<file path="src/rtl/div_pkg.sv">
// Shared definitions for the multi-cycle signed divider: state encoding,
// divide-by-zero quotient pattern and loop counter width.
package div_pkg;
  localparam int DIV_L = 16;
  localparam int CNT_W = $clog2(DIV_L);
  localparam logic [DIV_L-1:0] DIV_ZERO_Q = '1;

  typedef enum logic [2:0] {IDLE, ABS, ITER, SIGN, DONE} state_t;
endpackage

</file>
<file path="src/rtl/AbsoluteValue.sv">
// Two's-complement magnitude; the most-negative input maps to 2^(W-1),
// which still fits as a W-bit unsigned value.
module AbsoluteValue #(
  parameter int W = 16
) (
  input  logic signed [W-1:0] value,
  output logic        [W-1:0] magnitude
);
  assign magnitude = value[W-1] ? W'(-value) : W'(value);
endmodule

</file>
<file path="src/rtl/GiveSign.sv">
// Applies a sign to an unsigned magnitude. Overflow flags a positive result
// of exactly 2^(W-1), which wraps to the most-negative code.
module GiveSign #(
  parameter int W = 16
) (
  input  logic        [W-1:0] magnitude,
  input  logic                negative,
  output logic signed [W-1:0] value,
  output logic                Overflow
);
  assign value    = negative ? $signed(-magnitude) : $signed(magnitude);
  assign Overflow = !negative && (magnitude == {1'b1, {(W-1){1'b0}}});
endmodule

</file>
<file path="src/rtl/div_step.sv">
// One restoring shift-subtract step: shift the quotient MSB into the partial
// remainder, keep the trial difference when it is non-negative.
module div_step #(
  parameter int L = 16
) (
  input  logic [L-1:0] rem,
  input  logic [L-1:0] q,
  input  logic [L-1:0] b_mag,
  output logic [L-1:0] rem_next,
  output logic [L-1:0] q_next
);
  logic        [L:0] shifted;
  logic signed [L:0] trial;

  // rem < |b| <= 2^(L-1), so the shifted value never reaches bit L
  always_comb begin
    shifted  = {rem, q[L-1]};
    trial    = $signed(shifted) - $signed({1'b0, b_mag});
    q_next   = {q[L-2:0], ~trial[L]};
    rem_next = trial[L] ? shifted[L-1:0] : trial[L-1:0];
  end
endmodule

</file>
<file path="src/rtl/signed_div_sequencer.sv">
// Multi-cycle signed divider controller: latch operands, take magnitudes,
// run L restoring steps, then re-apply signs to quotient and remainder.
module signed_div_sequencer
  import div_pkg::*;
#(
  parameter int L = DIV_L
) (
  input  logic         clk,
  input  logic         rst_n,
  input  logic         start,
  input  logic [L-1:0] dividend,
  input  logic [L-1:0] divisor,
  output logic         busy,
  output logic         done,
  output logic [L-1:0] quotient,
  output logic [L-1:0] remainder,
  output logic         div_by_zero,
  output logic         overflow
);
  state_t                state;
  logic    [CNT_W-1:0]   cnt;
  logic signed [L-1:0]   a_reg, b_reg;
  logic    [L-1:0]       a_mag, b_mag, b_mag_reg;
  logic    [L-1:0]       rem_reg, q_reg, rem_next, q_next;
  logic                  neg_q, neg_r;
  logic signed [L-1:0]   q_signed, r_signed;
  logic                  q_ovf, unused_rem_ovf;

  AbsoluteValue #(.W(L)) u_abs_a (.value(a_reg), .magnitude(a_mag));
  AbsoluteValue #(.W(L)) u_abs_b (.value(b_reg), .magnitude(b_mag));

  div_step #(.L(L)) u_step (
    .rem(rem_reg), .q(q_reg), .b_mag(b_mag_reg),
    .rem_next(rem_next), .q_next(q_next)
  );

  GiveSign #(.W(L)) u_sign_q (
    .magnitude(q_reg), .negative(neg_q), .value(q_signed), .Overflow(q_ovf)
  );
  GiveSign #(.W(L)) u_sign_r (
    .magnitude(rem_reg), .negative(neg_r), .value(r_signed), .Overflow(unused_rem_ovf)
  );

  // Datapath registers: only meaningful while busy, so they carry no reset
  always_ff @(posedge clk) begin
    case (state)
      IDLE: if (start) begin
        a_reg <= $signed(dividend);
        b_reg <= $signed(divisor);
      end
      ABS: begin
        rem_reg   <= '0;
        q_reg     <= a_mag;
        b_mag_reg <= b_mag;
        neg_q     <= a_reg[L-1] ^ b_reg[L-1];
        neg_r     <= a_reg[L-1];
      end
      ITER: begin
        rem_reg <= rem_next;
        q_reg   <= q_next;
      end
      default: ;
    endcase
  end

  always_ff @(posedge clk or negedge rst_n) begin
    if (!rst_n) begin
      state       <= IDLE;
      cnt         <= '0;
      busy        <= 1'b0;
      done        <= 1'b0;
      quotient    <= '0;
      remainder   <= '0;
      div_by_zero <= 1'b0;
      overflow    <= 1'b0;
    end else begin
      done <= 1'b0;
      case (state)
        IDLE: if (start) begin
          state <= ABS;
          busy  <= 1'b1;
        end
        ABS: begin
          cnt <= '0;
          if (b_reg == '0) begin
            state       <= DONE;
            done        <= 1'b1;
            quotient    <= L'(DIV_ZERO_Q);
            remainder   <= a_reg;
            div_by_zero <= 1'b1;
            overflow    <= 1'b0;
          end else begin
            state <= ITER;
          end
        end
        ITER: begin
          cnt <= cnt + 1'b1;
          if (cnt == CNT_W'(L-1)) state <= SIGN;
        end
        SIGN: begin
          state       <= DONE;
          done        <= 1'b1;
          quotient    <= q_signed;
          remainder   <= r_signed;
          div_by_zero <= 1'b0;
          overflow    <= q_ovf;
        end
        DONE: begin
          state <= IDLE;
          busy  <= 1'b0;
        end
        default: state <= IDLE;
      endcase
    end
  end
endmodule

</file>
<file path="config.mk">
export PLATFORM = sky130hd
export DESIGN_NAME = signed_div_sequencer
export DESIGN_NICKNAME = d
export VERILOG_FILES = /design/src/rtl/div_pkg.sv /design/src/rtl/AbsoluteValue.sv /design/src/rtl/GiveSign.sv /design/src/rtl/div_step.sv /design/src/rtl/signed_div_sequencer.sv
export SDC_FILE = /design/constraint.sdc
export NUM_CORES = 1
export LEC_CHECK = 0
export CAP_MARGIN = 40
export CORE_ASPECT_RATIO = 0.9
export CORE_UTILIZATION = 52
export CTS_CLUSTER_DIAMETER = 150
export CTS_CLUSTER_SIZE = 16
export DETAILED_ROUTE_END_ITERATION = 10
export PLACE_DENSITY_LB_ADDON = 0.05
export SYNTH_ARGS = -nofsm -noshare
export SYNTH_HDL_FRONTEND = slang
export SYNTH_SLANG_ARGS = --single-unit
</file>
<file path="constraint.sdc">
create_clock -name clk -period 2.73 [get_ports clk]
set_input_delay 0.4095 -clock clk [delete_from_list [all_inputs] [get_ports clk]]
set_output_delay 0.4095 -clock clk [all_outputs]
set_load 0.01 [all_outputs]
</file>
Word-level counts from Yosys, hierarchy flattened
Cells that the tools add are included.
{"block": "op_classes", "addsub": 6, "multipliers": 0, "div_mod_pow": 0, "magnitude_cmp": 0, "n_eq_ne": 9, "n_shift": 0, "muxes": 24, "n_bitwise": 2, "n_reduce_logical": 11}
{"op": "$pmux 16 s2", "n": 4}
{"op": "$mux 16", "n": 6}
{"op": "$neg 16->16", "n": 4}
{"op": "$sub 17x17->17", "n": 1}
{"op": "$eq 16x16->1 const B", "n": 1}
{"op": "$logic_not 16->1", "n": 1}
{"op": "$mux 15", "n": 1}
{"op": "$pmux 3 s4", "n": 1}
{"op": "$mux 3", "n": 3}
{"op": "$pmux 1 s2", "n": 4}
{"op": "$pmux 4 s2", "n": 1}
{"op": "$reduce_and 2->1", "n": 4}
{"op": "$eq 3x2->1 const B", "n": 2}
{"op": "$ne 2x2->1 const B", "n": 3}
{"op": "$reduce_bool 2->1", "n": 3}
{"op": "$add 4x1->4 const B", "n": 1}
{"op": "$eq 4x4->1 const B", "n": 1}
{"op": "$mux 1", "n": 4}
{"op": "$eq 3x1->1 const B", "n": 1}
{"op": "$eq 3x3->1 const B", "n": 1}
{"op": "$logic_not 3->1", "n": 1}
{"op": "$logic_and 1x1->1", "n": 1}
{"op": "$logic_not 1->1", "n": 1}
{"op": "$not 1->1", "n": 1}
{"op": "$xor 1x1->1", "n": 1}
{"block": "word_totals", "reg_bits": 125, "latch_bits": 0, "mem_bits_rw": 0, "romBits": 0, "word_cells": 68, "n_memories": 0}

Logic depth before layout (Yosys ltp)
{"block": "depth", "ltp_word": 3, "ltp_mapped": 11, "depth_no_buf": 10}

Modules after synthesis
A second synthesis with hierarchy kept.
{"block": "unflattened", "cells_unflattened": 675, "hier_area_um2": 7258.2}
{"module": "signed_div_sequencer", "n_inst": 1, "cells_per_inst": 332, "area_per_inst_um2": 4722.0, "seq_area_each_um2": 3538.4}
{"module": "div_step", "n_inst": 1, "cells_per_inst": 143, "area_per_inst_um2": 1122.3, "seq_area_each_um2": 0.0}
{"module": "AbsoluteValue", "n_inst": 2, "cells_per_inst": 51, "area_per_inst_um2": 366.6, "seq_area_each_um2": 0.0}
{"module": "GiveSign", "n_inst": 2, "cells_per_inst": 49, "area_per_inst_um2": 340.3, "seq_area_each_um2": 0.0}

Least setup slack after synthesis
OpenSTA, ideal clock, no wires.
{"block": "synth_path", "path_kind": "flip-flop to flip-flop", "start": "reg state[1]", "end": "reg q_reg[0] (enable)", "arrival_time_ns": 2.215, "slack_ns": 0.128, "path_stages_with_launch": 5, "period_less_slack_ns": 2.602, "path_cell_list": "dfrtp_1 > or3b_2 > inv_1 > nor2_1 > inv_1"}
{"block": "synth_between", "elab_chain_cells": 2}
{"element": "from (decl)", "line_no": "signed_div_sequencer.sv:20", "source": "state_t state;"}
{"element": "from (signal assigned)", "line_no": "signed_div_sequencer.sv:68", "source": "state <= IDLE;"}
{"element": "from (signal assigned)", "line_no": "signed_div_sequencer.sv:80", "source": "state <= ABS;"}
{"element": "from (signal assigned)", "line_no": "signed_div_sequencer.sv:86", "source": "state <= DONE;"}
{"element": "$eq 3x2->1 or $eq 3x1->1 (tied branches)", "line_no": "signed_div_sequencer.sv:46", "source": "case (state)"}
{"element": "$reduce_bool 2->1 (no source line) *"}
{"element": "to (signal assigned)", "line_no": "signed_div_sequencer.sv:53", "source": "q_reg <= a_mag;"}
{"element": "to (signal assigned)", "line_no": "signed_div_sequencer.sv:60", "source": "q_reg <= q_next;"}
{"element": "to (decl)", "line_no": "signed_div_sequencer.sv:24", "source": "logic [L-1:0] rem_reg, q_reg, rem_next, q_next;"}
Every way passes the cells marked *; elsewhere a longest branch is shown, timed or not.
A chain may end at the register's enable or synchronous reset.

Worst setup path after layout
{"block": "layout_path", "start": "reg q_reg[15]", "end": "reg rem_reg[9] (data pin)"}
{"block": "layout_between", "elab_chain_cells": 3}
{"element": "$sub 17x17->17", "line_no": "div_step.sv:18", "source": "trial = $signed(shifted) - $signed({1'b0, b_mag});"}
{"element": "$mux 16", "line_no": "div_step.sv:20", "source": "rem_next = trial[L] ? shifted[L-1:0] : trial[L-1:0];"}
{"element": "$pmux 16 s2", "line_no": "signed_div_sequencer.sv:46"}
{"element": "to (signal assigned)", "line_no": "signed_div_sequencer.sv:59", "source": "rem_reg <= rem_next;"}
{"element": "to (decl)", "line_no": "signed_div_sequencer.sv:24"}
Every way passes these cells.

==> impl_metrics.toml <==
[sta]
relSlewSlack = 0.5128
setup_viol = 0
period_share = 0.9531
holdWs_ps = 470.7
worst_pin_slew_ps = 730.1
slew_viol_final = 0
finalHoldViolations = 0
fin_crit_ps = 2602
clock.fmax_mhz = 384.3
fin_ws_ps = 128.0
grt_setup_unrepaired = "no"
clock_skew_ps = 9.770
setup_tns_ps = 0

[status]
status = "finished, final reports clean"

[global_routing]
grt_pass1_wl_um = 26160
antenna_found_initial = 0
grt_usage = 0.2618
grt_overflow_total = 0
first_global_vias = 5113
grt_max_degree = 33

[drt]
first_pass_iters = 5
drc = 0
ant_nets = 0
wl_um = 16490
drt-vias-per-instance = 5.816
drt_iter0_drc = 529
dr_total_vias = 5205
wl_per_cell_um = 18.42

[floorplan]
io_pins = 71
dieArea_um2 = 13300
die_y_um = 109.5
rows = 38
fp.dieW_um = 121.5
start_util = 0.5446
coreArea_um2 = 12270

[critical_path]
critPathRequiredTime_ps = 2870
reg2regPathDepth = 12
rr_endpoint = "rem_reg[9]"
worst-path-max-fanout = 5
r2r-start = "q_reg[15]"
crit_path_end_kind = "flip-flop"
critPathLaunchType = "flip-flop"
reg2reg_slack_ps = 130
worstPathArrival_ps = 2740
worstSetupPathType = "reg2reg"

[clock_network]
insertion_delay_ps = 420
numCtsBuffers = 17
cts_root_buf = "clkbuf_16"
path_clk_slew_ps = 60
cts_sinks = 125
cts_tree = "done"
clock_path_buffers = 2
cts-htree-levels = 4

[power_and_ir_drop]
ir_drop_mv = 0.6614
power.density_nw_per_um2 = 1334
p_leak_nw = 3.386

[logic_synthesis]
ys_seq_area_frac = 0.5297
synth_cell_types = 56
synth_enable_flop_cells = 82
synth_top_flop_cell = "edfxtp_1"
avgSynthCellArea_um2 = 10.67
ys_async_sr_fraction = 0.3440
syn_nets = 683
ys_ff_latch = 125
synth.cell_area_um2 = 6680
synthCells = 626
synth_warnings = 0

[final_layout]
final_cell_area_um2 = 8443
nFillCells = 970
fin_util = 0.6883
area_delta_synth_final_pct = 26.39
drive_gt1_frac = 0.1048
diodes = 0
final_cell_mix = "edfxtp_1, clkdlybuf4s50_1, nand2_1"
layout_commonest_cell = "edfxtp_1"
layout.nets = 779

[placed_design]
portBuffers = 70
gp_congestion = 0.8375
placed_cell_area_um2 = 7697
dp_hpwl_um = 11720
dp_slack_ps = -13.34

[job]
maxCapViolations = 0

[min_path]
worst_hold_path_type = "in2async"
==> through the flow <==
| step | power (mW) | std cells |
|---|---|---|
| 2_1_floorplan | 6.657 | 626 |
| 3_3_place_gp | 8.294 | 856 |
| 3_5_place_dp | 8.421 | 857 |
| 4_1_cts | 10.91 | 890 |
| 5_1_grt | 11.97 | 895 |
| 6_report | 11.27 | 895 |
==> logic make-up after synthesis <==
logic type / synth area share
flops: 0.5297
fa+ha+maj: 0.04233
mux: 0.02248
xor+xnor: 0.08653
buf+inv: 0.03652
simple gates: 0.1337
compound gates: 0.1487
==> how the worst max path moves through the flow <==
stage	slack, ps	endpoint	depth (start not counted)	start
after floorplan	130	q_reg[0]	4	state[1]
after global placement	100	rem_reg[4]	11	q_reg[15]
after detailed placement	-10	rem_reg[8]	11	q_reg[15]
after CTS	30	remainder[4]	8	b_reg[0]
after global routing	2	rem_reg[2]	12	q_reg[15]
final	130	rem_reg[9]	12	q_reg[15]
==> area by class of cell <==
class                           count  area, um2  share of cell area
Sequential cell                   125       3538              0.4191
Multi-Input combinational cell    440       2928              0.3468
Timing Repair Buffer              102       1002              0.1187
Clock buffer                       20      457.9             0.05424
Tap cell                          160      200.2             0.02371
Clock inverter                     12      181.4             0.02149
Inverter                           36      135.1             0.01600
==> what timing repair did <==
item / in CTS / in global routing
endpoints found under the setup margin: 10 / 18
setup buffers: 0 / 3
gates cloned: 0 / 2
resized for setup: 1 / 6
pin swaps: 0 / 4
hold endpoints to repair: 16 / 0
hold buffers: 1 / 0
==> synth_stat cells (all sizes together) (2+ instances only) <==
cell | count | area (um2)
xor2 | 30 | 262.8
xnor2 | 36 | 315.3
nor4 | 4 | 31.28
nor2 | 42 | 162.6
a2bb2oi | 5 | 43.79
mux2i | 15 | 150.1
nand2b | 13 | 81.33
a22o | 2 | 17.52
ha | 21 | 262.8
o22ai | 4 | 25.02
buf | 7 | 41.29
nand3 | 7 | 35.03
o211ai | 6 | 45.04
nor3 | 11 | 66.32
and4 | 2 | 17.52
or4 | 7 | 52.55
o21ai | 58 | 290.3
o31ai | 13 | 97.59
edfxtp | 82 | 2462
nand2 | 64 | 240.2
or3 | 8 | 50.05
dfrtp | 43 | 1076
nand4 | 2 | 12.51
or4b | 2 | 20.02
clkbuf | 18 | 67.56
and2 | 3 | 18.77
nor2b | 2 | 12.51
nand3b | 2 | 15.01
a21boi | 2 | 15.01
and3 | 4 | 25.02
or2 | 3 | 18.77
a41oi | 2 | 17.52
a31oi | 4 | 25.02
o41ai | 8 | 70.07
a221o | 10 | 100.1
a21oi | 33 | 165.2
inv | 36 | 135.1
a211oi | 3 | 22.52
==> worst max-delay path: stages, from the launching register on <==
cell and delay, ps:
edfxtp_1 360, inv_1 80, ha_2 190, fa_2 400
nand2b_4 160, a21oi_2 190, o211ai_1 120, nand3b_1 150
xor2_2 150, buf_6 150, clkbuf_16 150, mux2i_1 180
nor2_1 50
==> per-layer routing <==
layer	routed length, um	vias up	GRT usage	part of all wire
met4	179	0	0.07143	0.011
met1	7957	2540	0.3779	0.48
met2	7543	184	0.4022	0.46
li1	-	2463	-	-
met3	806	18	0.05290	0.049
met5	0	-	0	0
==> power breakdown <==
part	switching [mW]	internal [mW]
Sequential	0.714	3.00
Combinational	2.68	2.44
Clock	0.853	1.59
Note: power is estimated with default switching activity, not from simulation.
